File: src/rtl/if_fetch.sv
// if_fetch: instruction-fetch front end driving the IF/ID register.
// Ports: clk, rst (async, active-low), stall_i, redirect_i, redirect_pc_i,
// mem_req_o/mem_addr_o/mem_ready_i, mem_rvalid_i/mem_rdata_i,
// if_pc/if_inst/if_valid. Define FETCH_PERF_CNT_EN to add fetch_cnt_o
// and squash_cnt_o.
module if_fetch #(
  parameter int ADDR_W = 32,
  parameter int INST_W = 32,
  parameter logic [ADDR_W-1:0] RESET_PC = '0
) (
  input  logic              clk,
  input  logic              rst,
  input  logic              stall_i,
  input  logic              redirect_i,
  input  logic [ADDR_W-1:0] redirect_pc_i,
  output logic              mem_req_o,
  output logic [ADDR_W-1:0] mem_addr_o,
  input  logic              mem_ready_i,
  input  logic              mem_rvalid_i,
  input  logic [INST_W-1:0] mem_rdata_i,
  output logic [ADDR_W-1:0] if_pc,
  output logic [INST_W-1:0] if_inst,
  output logic              if_valid
`ifdef FETCH_PERF_CNT_EN
  ,
  output logic [31:0]       fetch_cnt_o,
  output logic [31:0]       squash_cnt_o
`endif
);

  typedef enum logic [1:0] {
    IDLE,
    WAIT,
    HOLD
  } state_t;

  localparam logic [ADDR_W-1:0] ALIGN =
    ~ADDR_W'(3);

  state_t state, state_n;

  logic [ADDR_W-1:0] pc, pc_n, pc_inc;
  logic [ADDR_W-1:0] buf_pc, buf_pc_n;
  logic [INST_W-1:0] buf_inst, buf_inst_n;
  logic [ADDR_W-1:0] if_pc_n;
  logic [INST_W-1:0] if_inst_n;
  logic              if_valid_n;
  logic              kill, kill_n;
  logic              load;
  logic              free;

  assign pc_inc = pc + ADDR_W'(4);
  assign free   = !if_valid || !stall_i;

  // Request is suppressed while reset is held.
  assign mem_req_o  = rst && (state == IDLE);
  assign mem_addr_o = pc & ALIGN;

  always_ff @(posedge clk or negedge rst) begin
    if (!rst) begin
      state    <= IDLE;
      pc       <= RESET_PC;
      kill     <= 1'b0;
      buf_pc   <= '0;
      buf_inst <= '0;
      if_pc    <= '0;
      if_inst  <= '0;
      if_valid <= 1'b0;
    end else begin
      state    <= state_n;
      pc       <= pc_n;
      kill     <= kill_n;
      buf_pc   <= buf_pc_n;
      buf_inst <= buf_inst_n;
      if_pc    <= if_pc_n;
      if_inst  <= if_inst_n;
      if_valid <= if_valid_n;
    end
  end

  always_comb begin
    state_n    = state;
    pc_n       = pc;
    kill_n     = kill;
    buf_pc_n   = buf_pc;
    buf_inst_n = buf_inst;
    if_pc_n    = if_pc;
    if_inst_n  = if_inst;
    // A presented word is consumed on any non-stalled cycle.
    if_valid_n = if_valid && stall_i;
    load       = 1'b0;

    if (redirect_i) begin
      if_valid_n = 1'b0;
      pc_n       = redirect_pc_i & ALIGN;
      unique case (state)
        IDLE: begin
          // Old-address request still goes out; its reply is dropped.
          if (mem_ready_i) begin
            state_n = WAIT;
            kill_n  = 1'b1;
          end
        end
        WAIT: begin
          if (mem_rvalid_i) begin
            state_n = IDLE;
            kill_n  = 1'b0;
          end else begin
            kill_n  = 1'b1;
          end
        end
        HOLD: state_n = IDLE;
        default: state_n = IDLE;
      endcase
    end else begin
      unique case (state)
        IDLE: begin
          if (mem_ready_i) state_n = WAIT;
        end
        WAIT: begin
          if (mem_rvalid_i) begin
            if (kill) begin
              kill_n  = 1'b0;
              state_n = IDLE;
            end else if (free) begin
              if_pc_n   = pc;
              if_inst_n = mem_rdata_i;
              load      = 1'b1;
              pc_n      = pc_inc;
              state_n   = IDLE;
            end else begin
              buf_pc_n   = pc;
              buf_inst_n = mem_rdata_i;
              state_n    = HOLD;
            end
          end
        end
        HOLD: begin
          if (!stall_i) begin
            if_pc_n   = buf_pc;
            if_inst_n = buf_inst;
            load      = 1'b1;
            pc_n      = pc_inc;
            state_n   = IDLE;
          end
        end
        default: state_n = IDLE;
      endcase
      if (load) if_valid_n = 1'b1;
    end
  end

`ifdef FETCH_PERF_CNT_EN
  logic [1:0] squash;

  // HOLD and WAIT are exclusive, so at most two drops per cycle.
  always_comb begin
    squash = 2'd0;
    if (redirect_i && if_valid)
      squash = squash + 2'd1;
    if (redirect_i && state == HOLD)
      squash = squash + 2'd1;
    if (state == WAIT && mem_rvalid_i &&
        (redirect_i || kill))
      squash = squash + 2'd1;
  end

  always_ff @(posedge clk or negedge rst) begin
    if (!rst) begin
      fetch_cnt_o  <= '0;
      squash_cnt_o <= '0;
    end else begin
      if (load)
        fetch_cnt_o <= fetch_cnt_o + 32'd1;
      squash_cnt_o <= squash_cnt_o + 32'(squash);
    end
  end
`endif

endmodule
File: config.mk
export PLATFORM = sky130hd
export DESIGN_NAME = if_fetch
export DESIGN_NICKNAME = d
export VERILOG_FILES = /design/src/rtl/if_fetch.sv
export SDC_FILE = /design/constraint.sdc
export NUM_CORES = 1
export LEC_CHECK = 0
export ABC_AREA = 1
export BUFFER_PORTS_ARGS = -buffer_cell sky130_fd_sc_hd__clkbuf_2
export CAP_MARGIN = 20
export CORE_ASPECT_RATIO = 0.7
export CORE_MARGIN = 8
export CORE_UTILIZATION = 35
export CTS_CLUSTER_SIZE = 14
export DETAILED_ROUTE_END_ITERATION = 12
export GPL_ROUTABILITY_DRIVEN = 0
export MAX_ROUTING_LAYER = met4
export RECOVER_POWER = 100
export SYNTH_ARGS = -nofsm -noshare
export SYNTH_HDL_FRONTEND = slang
export SYNTH_SLANG_ARGS = --single-unit
File: constraint.sdc
create_clock -name clk -period 1.88 [get_ports clk]
set_input_delay 0.376 -clock clk [delete_from_list [all_inputs] [get_ports clk]]
set_output_delay 0.376 -clock clk [all_outputs]
set_load 0.005 [all_outputs]
# After elaboration in Yosys (flattened, before gate mapping)

Index checks and enable logic that the tools add are counted.

Add/sub/neg operators: 1
Eq/ne operators: 11
Muxes and demuxes: 39
Bitwise operators: 3
Reduce and logical (&&, ||, !) cells: 16

Operators by type and width:

| kind                                                                  | count |
|---|---|
| 32-bit 2-to-1 mux                                                     | 13 |
| 32-bit one-hot mux with 2 select lines                                | 3 |
| 32-bit by 3-bit adder with 32-bit output, second input constant       | 1 |
| 3-bit != test, second input constant                                  | 5 |
| 2-bit 2-to-1 mux                                                      | 7 |
| 1-bit 2-to-1 mux                                                      | 12 |
| 5-bit AND reduction                                                   | 2 |
| 2-bit != test, second input constant                                  | 4 |
| 2-bit nonzero test                                                    | 4 |
| 2-bit one-hot mux with 3 select lines                                 | 1 |
| 6-bit AND reduction                                                   | 1 |
| 1-bit one-hot mux with 2 select lines                                 | 2 |
| 2-bit one-hot mux with 2 select lines                                 | 1 |
| 4-bit AND reduction                                                   | 1 |
| 1-bit NOT                                                             | 3 |
| 3-bit nonzero test                                                    | 1 |
| 2-bit by 1-bit equality test with 1-bit output, second input constant | 1 |
| 2-bit equality test, second input constant                            | 1 |
| 1-bit logical AND                                                     | 2 |
| 1-bit zero test                                                       | 2 |
| 2-bit zero test                                                       | 1 |
| 2-bit AND reduction                                                   | 1 |
| 1-bit logical OR                                                      | 1 |

Bits in registers: 164
Input bits: 70
Output and inout port bits: 98
Logic and storage cells: 78

# Logic depth before layout (Yosys ltp)

Gate-level depths: netlist of the first run.

Depth in word-level cells: 9
Gate-level depth with buffers: 12
Gate-level depth less buffers: 10

# Worst setup path after synthesis of the first run

No wires, ideal clock.

Path kind: flip-flop to flip-flop
Start: reg state[1]
End: reg if_inst[0]
Setup time: 73 ps
Arrival: 1536 ps
Required time: 1807 ps
Setup slack: 271 ps
Stages on the path, launching flop included: 10
Path buffers: 2
Period minus slack after synthesis: 1609 ps
Cell sequence: dfrtp_1 -> inv_1 -> ha_1 -> inv_1 -> or2_4 -> nand4_4 -> a21oi_4 -> buf_12 -> buf_12 -> a21oi_2

Word-level cells in the longest chain between the ends: 3
Elaborated cells on any way between the ends: 9
Classes of those cells: eq/ne (6); mux (1); reduce/logical (2)

Ends and longest elaborated chain:

| item                                                                                         | line | RTL |
|---|---|---|
| start: declaration                                                                           | 40   | `state_t state, state_n;` |
| start signal: assignment                                                                     | 70   | `state <= state_n;` |
| 2-bit by 1-bit equality test with 1-bit output / 2-bit equality test (equally long branches) | 116  | `unique case (state)` |
| 2-bit != test (no line) / 2-bit nonzero test (equally long branches)                         | n/a  |  |
| 6-bit AND reduction (no line)                                                                | n/a  |  |
| end signal: assignment                                                                       | 76   | `if_inst <= if_inst_n;` |
| end: declaration                                                                             | 22   | `output logic [INST_W-1:0] if_inst,` |

Several ways; a longest one is shown, not always the timed one.
A chain may end at the register's enable or synchronous reset.

# Worst setup path in the final report of the first run

Start: reg state[1]
End: reg if_inst[1]

The elaborated chain is that of the path after synthesis.

==> results of run 1 <==
## how the worst max path moves through the flow
stage / depth (start not counted) / end / slack, ns
CTS: 8 / pc[7] / 0.04
finish: 10 / if_inst[1] / 0.08
global route: 10 / if_inst[2] / -0.01
floorplan: 9 / if_inst[0] / 0.27
detailed placement: 8 / pc[7] / -0.16
global placement: 10 / pc[13] / -0.05
## synthesized netlist by cell type (5+ instances only)
master / n / share of area (%)
dfrtp_1: 158 / 48
inv_1: 83 / 3.8
a21oi_1: 9 / 0.55
clkbuf_1: 24 / 1.1
o22ai_1: 7 / 0.53
buf_2: 12 / 0.73
o21a_1: 62 / 5.7
nor2_2: 5 / 0.38
buf_12: 7 / 1.7
o21ai_0: 18 / 1.1
nand3_1: 34 / 2.1
o21ai_1: 66 / 4.0
buf_4: 11 / 1.0
nand2_1: 279 / 13
a21oi_2: 60 / 6.4
nor2_1: 142 / 6.5
## cell type report
class	instances	area share (%)
clock buffer	21	4.68
timing repair buffer	194	11.2
multi-input combinational	714	35.9
tap	318	3.96
sequential	158	39.3
inverter	85	3.17
clock inverter	11	1.77
## worst max-delay path, cell delays in order, from the launching register on
cell and delay (ns):
dfrtp_1 0.39, inv_1 0.09, ha_2 0.23, inv_1 0.07
or2_4 0.24, nand4_4 0.07, a21oi_4 0.04, buf_12 0.14
clkbuf_16 0.19, nor2_1 0.14, a21oi_2 0.04
## per-stage QoR
step / util [%] / cell area [sq um] / std cells / setup TNS [ns] / hold WS [ns]
2_1_floorplan: - / 8230 / 1013 / 0 / 0.0804
3_3_place_gp: 40.1 / 9360 / 1461 / -0.212 / 0.231
3_5_place_dp: 40.1 / 9360 / 1461 / -0.911 / 0.232
4_1_cts: 43.0 / 10000 / 1495 / 0 / 0.151
5_1_grt: 43.1 / 10100 / 1501 / -0.0423 / 0.171
6_report: 43.1 / 10100 / 1501 / 0 / 0.179
## flip-flops by register name, indices dropped and copies added, names as in the netlist
signal    count
kill          1
if_inst      32
buf_inst     32
pc           30
if_pc        30
state         2
if_valid      1
buf_pc       30
## power groups by stage
| stage | clock network, W | registers [W] | logic (W) |
|---|---|---|---|
| 6_report | 0.00384 | 0.00511 | 0.00417 |
| 5_1_grt | 0.00410 | 0.00524 | 0.00471 |
| 4_1_cts | 0.00395 | 0.00511 | 0.00429 |
| 3_5_place_dp | 0 | 0.00517 | 0.00426 |
| 3_3_place_gp | 0 | 0.00513 | 0.00420 |
| 2_1_floorplan | 0 | 0.00509 | 0.00258 |
## cell usage in the layout, fill, tap and decap left out, drive strengths merged, types with 2 or more instances in the layout
cell and instances:
buf 32, bufinv 4, nand2 281, nor2 149, o21ai 84, xor2 4
or2 2, inv 88, nand3 37, conb 4, dfrtp 158, clkbuf 182
nor3 3, a21oi 70, ha 4, o21a 62, a31oi 2, o22ai 7
clkinvlp 3
## repair_timing
item                                    in CTS  in global routing
endpoints found under the hold margin       15                  0
endpoints found under the setup margin      14                 74
hold buffers                                 1                  0
setup buffers                                0                  5
gates cloned                                 1                  1
gates resized for setup                      1                 12
pin swaps                                    1                  3
## routing by layer
layer	global-route usage (%)	up-vias	part of all wire (%)
met4	3.50	0	0.87
li1	-	3547	-
met1	22.9	3277	49
met5	-	-	0
met2	23.3	178	43
met3	4.51	14	6.6
## cells by family after synthesis
| logic type | count (synthesis) |
|---|---|
| other | 1 |
| DFF | 158 |
| buffers and inverters | 142 |
| AOI/OAI and AO/OA | 228 |
| xor gates and xnor gates | 4 |
| adders and majority gates | 4 |
| and+or+nand+nor | 473 |
==> impl_results.md, run 1 <==
- Status: completed
- Via count: 7,016
- Worst VDD drop: 0.611 mV
- Synth-to-Final Area Change: 22.3%
- Num rows: 47
- First-pass GRT wire length: 35,700 microns
- Avg Inst Size Synth: 8.14 sq um
- Worst Setup SP: state[1]
- Asr flop ratio synth: 100%
- Vias in the first global route: 6,579
- Cell Area, Synth: 8220 sq um
- All-Layer GR Usage: 16.4%
- Num CTS Buffers: 17
- Area of the multi-input gates: 3600 sq um
- Initial antenna violation count: 0
- Hold Startpoint: mem_rdata_i[16]
- Pre-CTS WS: -0.158 ns
- Max Root-Sink Buffers: 2
- WL/cell: 15.2 microns
- Die Wd: 199 microns
- Fill count: 2,424
- Initial Util: 35.2%
- Post-Synth XOR/XNOR Area: 0.426%
- Via-to-Cell Ratio: 4.67
- Headroom to the max-slew limit: 38.9%
- Final Hold Vio Count: 0
- Clock power share: 29.3%
- Area of the die: 28,700 sq um
- Ports: 168
- Cell Pwr Density: 1300 nW/um^2
- Worst skew pair latency: 0.43 ns
- Synth Area in Compound Gates: 18.9%
- Unique masters post-synth: 35
- Prevailing post-synth register cell: dfrtp_1
- Leakage: 4.59 nW
- Yosys warning count: 0
- Number of flops mapped to enable cells by yosys: 0
- CTS tree: yes
- Crit-path max FO: 32
- Post-synthesis mux area share: 0%
- Final min period: 1.80 ns
- Critical Path AT: 2.10 ns
- Post-synthesis sequential area ratio: 48.1%
- Register area: 3950 sq um
- Final Setup Violations: 0
- Final Max Slew Viols: 0
- Synthesized-area fraction occupied by adder cells: 0.609%
- Seq pwr share: 38.9%
- Drt drc: 0
- Largest family of logic cells by synthesized area: simple AND/OR/NAND/NOR gates
- Critical path class: reg -> reg
- Req. time, crit path: 2.19 ns
- Total Power: 0.0131 W
- Die Y: 144 microns
- Worst reg2reg path startpoint: state[1]
- FF-to-FF setup slack: 0.08 ns
- CP startpoint kind: register
- Post-Synth Simple-Gate Area: 23.1%
- Ant diodes: 0
- Wirelength, routed: 22,700 microns
- NetSw: 0.00467 W
- Worst-path clk slew: 0.07 ns
- Post-Syn Instances: 1,010
- Min-Delay Path Class: in -> reg
- Reg2reg end: if_inst[1]
- Switch share: 35.6%
- Nets@finish: 1,244
- Hold depth: 3
- Gate power share: 31.8%
- Max-Cap Viols: 0
- Core ar.: 23,300 sq um
- Post-DP HPWL: 15,800 microns
- Sink Count: 158
- Port Buf Inserts: 161
- Layout cells sized above 1: 21.3%
- Worst slew pin tran: 0.916 ns
- Remaining global-route overflow: 0
- Fmax: 557 MHz
- R2R cell count: 10
- CTS Root Cell: clkbuf_16
- Worst Slack Setup Final: 0.0846 ns
- Final setup skew: 0.0124 ns
- CTS H-Tree Depth: 4
- ANT nets after route: 0
- Tcrit/Tclk final: 95.5%
- Pre-Repair DR Iteration Count: 5
- Pin count of the biggest net entering global routing: 103
- Internal power: 0.00844 W
- Yosys reg bits: 158
- Initial DRC Count: 440
- Hold Path End: buf_inst[16]
- Endpoint class of the critical path: register
Power figures use the tool's default switching activity.
==> run 2, diff against run 1 <==
--- a/config.mk
+++ b/config.mk
@@ -15,7 +15,6 @@
 export DETAILED_ROUTE_END_ITERATION = 12
 export GPL_ROUTABILITY_DRIVEN = 0
 export MAX_ROUTING_LAYER = met4
-export RECOVER_POWER = 100
 export SYNTH_ARGS = -nofsm -noshare
 export SYNTH_HDL_FRONTEND = slang
 export SYNTH_SLANG_ARGS = --single-unit
==> run 2 against run 1 <==
- hold slack worse by 0.00096 ns
- sequential share of layout area is 0.35 points lower
- sequential power hardly changed
- clock skew hardly changed
==> impl_results.md, run 2 (synthesis results as in run 1) <==
- Num CTS Buffers: 17 (unchanged)
- ANT nets after route: 0 (unchanged)
- First-pass GRT wire length: 35,700 microns (unchanged)
- Sink Count: 158 (unchanged)
- Ant diodes: 0 (unchanged)
- Placed Instances: 1,461 (unchanged)
- Area of the die: 28,700 sq um (unchanged)
- Hold depth: 3 (unchanged)
- Endpoint class of the critical path: register
- Crit-path max cell delay: 0.39 ns (about the same)
- Top cell by count, worst path: inv_1
- R2R cell count: 10 (unchanged)
- Ports: 168 (unchanged)
- Hold Path End: buf_inst[16]
- Leakage: 4.76 nW (+3.7%)
- Final Max Slew Viols: 0 (unchanged)
- Biggest regs: buf_inst (32), if_inst (32)
- Fmax: 555 MHz (-0.30%)
- Seq pwr share: 38.5% (-0.4 points)
- Pre-Repair DR Iteration Count: 5 (unchanged)
- Tcrit/Tclk final: 95.8% (+0.29 points)
- Critical path class: reg -> reg
- All-Layer GR Usage: 16.4% (unchanged)
- Final setup skew: 0.0120 ns (-0.000365 ns)
- WL/cell: 15.1 microns (-0.27%)
- Post-Layout Cell Count: 1,501 (unchanged)
- Headroom to the max-slew limit: 62.9% (+24 points)
- Min-Delay Path Class: in -> reg
- Num rows: 47 (unchanged)
- CTS Root Cell: clkbuf_16
- CTS tree: yes
- Drt drc: 0 (unchanged)
- Status: completed
- Remaining global-route overflow: 0 (unchanged)
- Clock power share: 29.1% (-0.2 points)
- Die Y: 144 microns (unchanged)
- Wirelength, routed: 22,700 microns (-0.27%)
- Initial antenna violation count: 0 (unchanged)
- Most common cell after layout, fill and taps aside: nand2_1
- Die Wd: 199 microns (unchanged)
- Largest delay share family, worst path: buffers and inverters
- Final Setup Violations: 0 (unchanged)
- CTS H-Tree Depth: 4 (unchanged)
- Vias in the first global route: 6,579 (unchanged)
- Initial Util: 35.2% (unchanged)
- Hold Startpoint: mem_rdata_i[16]
- Critical Path AT: 2.11 ns (about the same)
- Worst VDD drop: 0.636 mV (+4.1%)
- FF-to-FF setup slack: 0.08 ns (about the same)
- Crit path cell chain: inv_1, ha_2, inv_1, or2_4, nand4_4, a21oi_4, buf_12, clkbuf_16, nor2_1, a21oi_2
- Via-to-Cell Ratio: 4.66 (-0.20%)
- NetSw: 0.00468 W (+0.19%)
- Synth-to-Final Area Change: 23.4%
- Commonest cells after routing, fill and taps aside: nand2_1 (278), clkbuf_2 (160), dfrtp_1 (158), nor2_1 (140), inv_1 (83)
- Switch share: 35.3% (-0.34 points)
- Max-Cap Viols: 0 (unchanged)
- Fill count: 2,396 (-1.2%)
- Reg2reg end: if_inst[1]
- Area of the multi-input gates: 3600 sq um (unchanged)
- Max Root-Sink Buffers: 2 (unchanged)
- Worst skew pair latency: 0.44 ns (about the same)
- Cell Pwr Density: 1310 nW/um^2 (+0.25%)
- Post-DP HPWL: 15,800 microns (unchanged)
- Layout cells sized above 1: 26.0% (+4.7 points)
- Critical Path Stages: 10 (unchanged)
- Buf+Inv Stages, Crit Path: 4 (unchanged)
- Internal power: 0.00858 W (+1.7%)
- Via count: 7,002 (-0.20%)
- Port Buf Inserts: 161 (unchanged)
- Register area: 3950 sq um (unchanged)
- Pin count of the biggest net entering global routing: 103 (unchanged)
- Gate power share: 32.4% (+0.6 points)
- Req. time, crit path: 2.19 ns (about the same)
- Crit-path max FO: 32 (unchanged)
- Core ar.: 23,300 sq um (unchanged)
- Nets@finish: 1,244 (unchanged)
- Total Power: 0.0133 W (+1.2%)
- CP startpoint kind: register
- Worst-path clk slew: 0.07 ns (about the same)
- Max stage delay cell, worst path: dfrtp_1
- Initial DRC Count: 424 (-3.6%)
- Final Hold Vio Count: 0 (unchanged)
- Worst slew pin tran: 0.557 ns (-0.359 ns)
- Worst reg2reg path startpoint: state[1]
- Final min period: 1.80 ns (+0.00541 ns)
[run 2: cell counts in the layout (fill, tap and decap cells not counted)]
No cell type changed its count.
[run 2: layout make-up]
class / count / area share [%]
Tap cell: 318 / 3.92
Timing Repair Buffer: 194 / 12.0
Multi-Input combinational cell: 714 / 35.5
Clock buffer: 21 / 4.64
Sequential cell: 158 / 39.0
Inverter: 85 / 3.15
Clock inverter: 11 / 1.75
[run 2: metal layers]
layer | vias up | track usage, % | wire, microns | part of all wire, %
li1 | 3547 | - | - | -
met5 | - | - | 0 | 0
met2 | 197 | 23.3 | 9800 | 43
met3 | 14 | 4.51 | 1550 | 6.8
met4 | 0 | 3.50 | 203 | 0.89
met1 | 3244 | 22.9 | 11100 | 49
[run 2: repair_timing]
action / CTS / global route
pin swaps: 1 / 3
endpoints found under the setup margin: 14 / 74
setup buffers: 0 / 5
hold endpoints to repair: 15 / 0
gates resized for setup: 1 / 12
hold buffers: 1 / 0
gates cloned: 1 / 1
[run 2: power by group through the flow]
stage | registers [W] | logic [W] | clock network [W]
2_1_floorplan | 0.00509 | 0.00258 | 0
5_1_grt | 0.00525 | 0.00486 | 0.00410
6_report | 0.00511 | 0.00430 | 0.00386
4_1_cts | 0.00511 | 0.00429 | 0.00395
3_5_place_dp | 0.00517 | 0.00426 | 0
3_3_place_gp | 0.00513 | 0.00420 | 0
[run 2: how the worst max path moves through the flow]
stage / end / start
CTS: pc[7] / state[0]
detailed placement: pc[7] / state[0]
global placement: pc[13] / state[0]
finish: if_inst[1] / state[1]
global route: if_inst[2] / state[1]
floorplan: if_inst[0] / state[1]
[run 2: metrics by stage]
stage | setup TNS (ns) | hold WS [ns] | setup slack [ns] | instance area (sq um) | util (%)
5_1_grt | -0.0424 | 0.171 | -0.0122 | 10100 | 43.5
6_report | 0 | 0.178 | 0.0792 | 10100 | 43.5
3_3_place_gp | -0.212 | 0.231 | -0.0528 | 9360 | 40.1
2_1_floorplan | 0 | 0.0804 | 0.271 | 8230 | -
4_1_cts | 0 | 0.151 | 0.0408 | 10000 | 43.0
3_5_place_dp | -0.911 | 0.232 | -0.158 | 9360 | 40.1
[run 2: worst min-delay path: stages]
cell and delay [ns]:
clkbuf_2 0.08, inv_1 0.06, o21ai_1 0.07
==> run 3, diff against run 2 <==
==> constraint.sdc (replaced) <==
create_clock -name clk -period 1.88 [get_ports clk]
set_input_delay 0.188 -clock clk [delete_from_list [all_inputs] [get_ports clk]]
set_output_delay 0.188 -clock clk [all_outputs]
set_load 0.005 [all_outputs]
==> run 3 against run 2 <==
- sequential power about the same
- power increased by 0.48%
- fmax increased by 0.25%
- register-to-register slack about the same
- critical path type unchanged
- largest cell class unchanged
- largest power group unchanged
==> impl_results.md, run 3 (synthesis results as in run 1) <==
- Largest delay share family, worst path: buffers and inverters
- R2R cell count: 9 (-1)
- Crit-path max FO: 16 (-50%)
- Final setup skew: 0.00966 ns (-0.00239 ns)
- Crit-path max cell delay: 0.44 ns (+0.05 ns)
- Leakage: 4.90 nW (+2.9%)
- Num CTS Buffers: 17 (unchanged)
- Placed Instances: 1,462 (+0.068%)
- Min-Delay Path Class: in -> reg
- Via-to-Cell Ratio: 4.62 (-0.99%)
- CTS tree: yes
- First-pass GRT wire length: 35,500 microns (-0.66%)
- Core ar.: 23,300 sq um (unchanged)
- Post-DP HPWL: 15,700 microns (-0.76%)
- WL/cell: 14.9 microns (-1.2%)
- Num rows: 47 (unchanged)
- Crit path cell chain: inv_2, ha_4, nand2_2, nand4_4, a21oi_4, clkbuf_16, buf_16, nor2_1, a21oi_2
- TNS Setup: 0 ns (unchanged)
- Biggest regs: buf_inst (32), if_inst (32)
- Worst skew pair latency: 0.43 ns (about the same)
- Final min period: 1.80 ns (-0.00444 ns)
- ANT nets after route: 0 (unchanged)
- Fmax: 557 MHz (+0.25%)
- Wirelength, routed: 22,800 microns (+0.66%)
- All-Layer GR Usage: 16.1% (-0.25 points)
- Ports: 168 (unchanged)
- CP startpoint kind: register
- Critical Path AT: 2.15 ns (+0.04 ns)
- Commonest cells after routing, fill and taps aside: nand2_1 (278), clkbuf_2 (160), dfrtp_1 (158), nor2_1 (138), inv_1 (81)
- Final Max Slew Viols: 0 (unchanged)
- Die Y: 144 microns (unchanged)
- Drt drc: 0 (unchanged)
- Layout cells sized above 1: 26.3% (+0.22 points)
- Unrepaired setup endpoints after global routing: true
- Worst slew pin tran: 0.508 ns (-0.0484 ns)
- Area of the die: 28,700 sq um (unchanged)
- Final Hold Vio Count: 0 (unchanged)
- Initial DRC Count: 414 (-2.4%)
- Headroom to the max-slew limit: 66.1% (+3.2 points)
- Fin area: 10,500 sq um (+3.3%)
- Tcrit/Tclk final: 95.6% (-0.24 points)
- Buf+Inv Stages, Crit Path: 3 (-1)
- Die Wd: 199 microns (unchanged)
- Max Root-Sink Buffers: 2 (unchanged)
- Initial antenna violation count: 0 (unchanged)
- Status: completed
- Post-layout util: 44.9% (+1.4 points)
- Remaining global-route overflow: 0 (unchanged)
- Vias in the first global route: 6,552 (-0.41%)
- Cell Pwr Density: 1270 nW/um^2 (-2.7%)
- Worst-path clk slew: 0.07 ns (about the same)
- Nets@finish: 1,272 (+2.3%)
- Synth-to-Final Area Change: 27.5%
- Pre-Repair DR Iteration Count: 5 (unchanged)
- Hold depth: 3 (unchanged)
- Endpoint class of the critical path: register
- Max stage delay cell, worst path: dfrtp_1
- Via count: 7,062 (+0.86%)
- Req. time, crit path: 2.24 ns (+0.05 ns)
- Critical path class: reg -> reg
- Port Buf Inserts: 161 (unchanged)
- Total Power: 0.0133 W (+0.48%)
- Initial Util: 35.2% (unchanged)
- Final Setup Violations: 0 (unchanged)
- Most common cell after layout, fill and taps aside: nand2_1
- Sink Count: 158 (unchanged)
- Ant diodes: 0 (unchanged)
- CTS H-Tree Depth: 4 (unchanged)
- Max-Cap Viols: 0 (unchanged)
- CTS Root Cell: clkbuf_16
- Pin count of the biggest net entering global routing: 123 (+19%)
- Worst VDD drop: 0.707 mV (+11%)
- Post-Layout Cell Count: 1,529 (+1.9%)
- Critical Path Stages: 9 (-1)
- DP Area: 9400 sq um (+0.48%)
## run 3: changes by cell type in the layout (fill, tap and decap cells not counted), moves of 2 or more
cell,previous run,this run
buf_12,11,9
buf_16,0,3
bufinv_16,4,2
clkbuf_16,18,22
clkbuf_8,3,1
clkinv_4,1,3
dlygate4sd3_1,1,25
ha_4,1,3
inv_1,83,81
inv_2,2,4
nor2_1,140,138
nor2_2,4,8
nor2_4,5,2
## run 3: stage by stage
step	hold WS [ns]	setup WS, ns
final	0.0281	0.0836
after global routing	0.00744	-0.0493
after global placement	0.0487	0.0711
after floorplan	-0.108	0.271
after detailed placement	0.0484	0.0427
after CTS	0.00491	0.0282
## run 3: final cells by class
class	instances	area [sq um]
repair buffers	223	1600
flip-flops and latches	158	3950
fillers	2319	12900
well taps	318	398
inverters	85	319
clock inverters	14	156
clock buffers	18	439
multi-input cells	713	3610
## run 3: path summary, 6_finish.rpt
path,end,slack [ns],start
setup / recovery,if_pc[24],0.08,state[0]
hold / removal,buf_inst[9],0.03,mem_rdata_i[9]
setup reg to reg,if_pc[24],0.08,state[0]
hold reg to reg,buf_inst[5],0.49,buf_inst[5]
max in group asynchronous,buf_inst[11],0.99,rst
min in group asynchronous,pc[30],0.16,rst
## run 3: what timing repair did
action,in CTS,in global routing
gates resized for setup,0,15
setup endpoints to repair,0,63
hold buffers,25,0
setup buffers,0,5
hold endpoints to repair,162,0
## run 3: metal layers
layer	share of wire [%]	vias up	wire [microns]	GRT usage, %
li1	-	3602	-	-
met1	50	3287	11400	22.2
met2	44	164	9930	23.2
met3	6.0	9	1370	4.42
met4	0.71	0	161	3.97
met5	0	-	0	-
## run 3: tightest hold or removal path, delay by kind of cell
kind                   cells  cell delay [ns]
AOI/OAI and AO/OA          1             0.07
buffers and inverters      2             0.16
## run 3: power by group
| group | switching (W) | internal (W) | total (W) |
|---|---|---|---|
| Combinational | 0.00253 | 0.00213 | 0.00466 |
| Clock | 0.00154 | 0.00201 | 0.00356 |
| Sequential | 0.000744 | 0.00437 | 0.00512 |
| Total | 0.00481 | 0.00852 | 0.0133 |
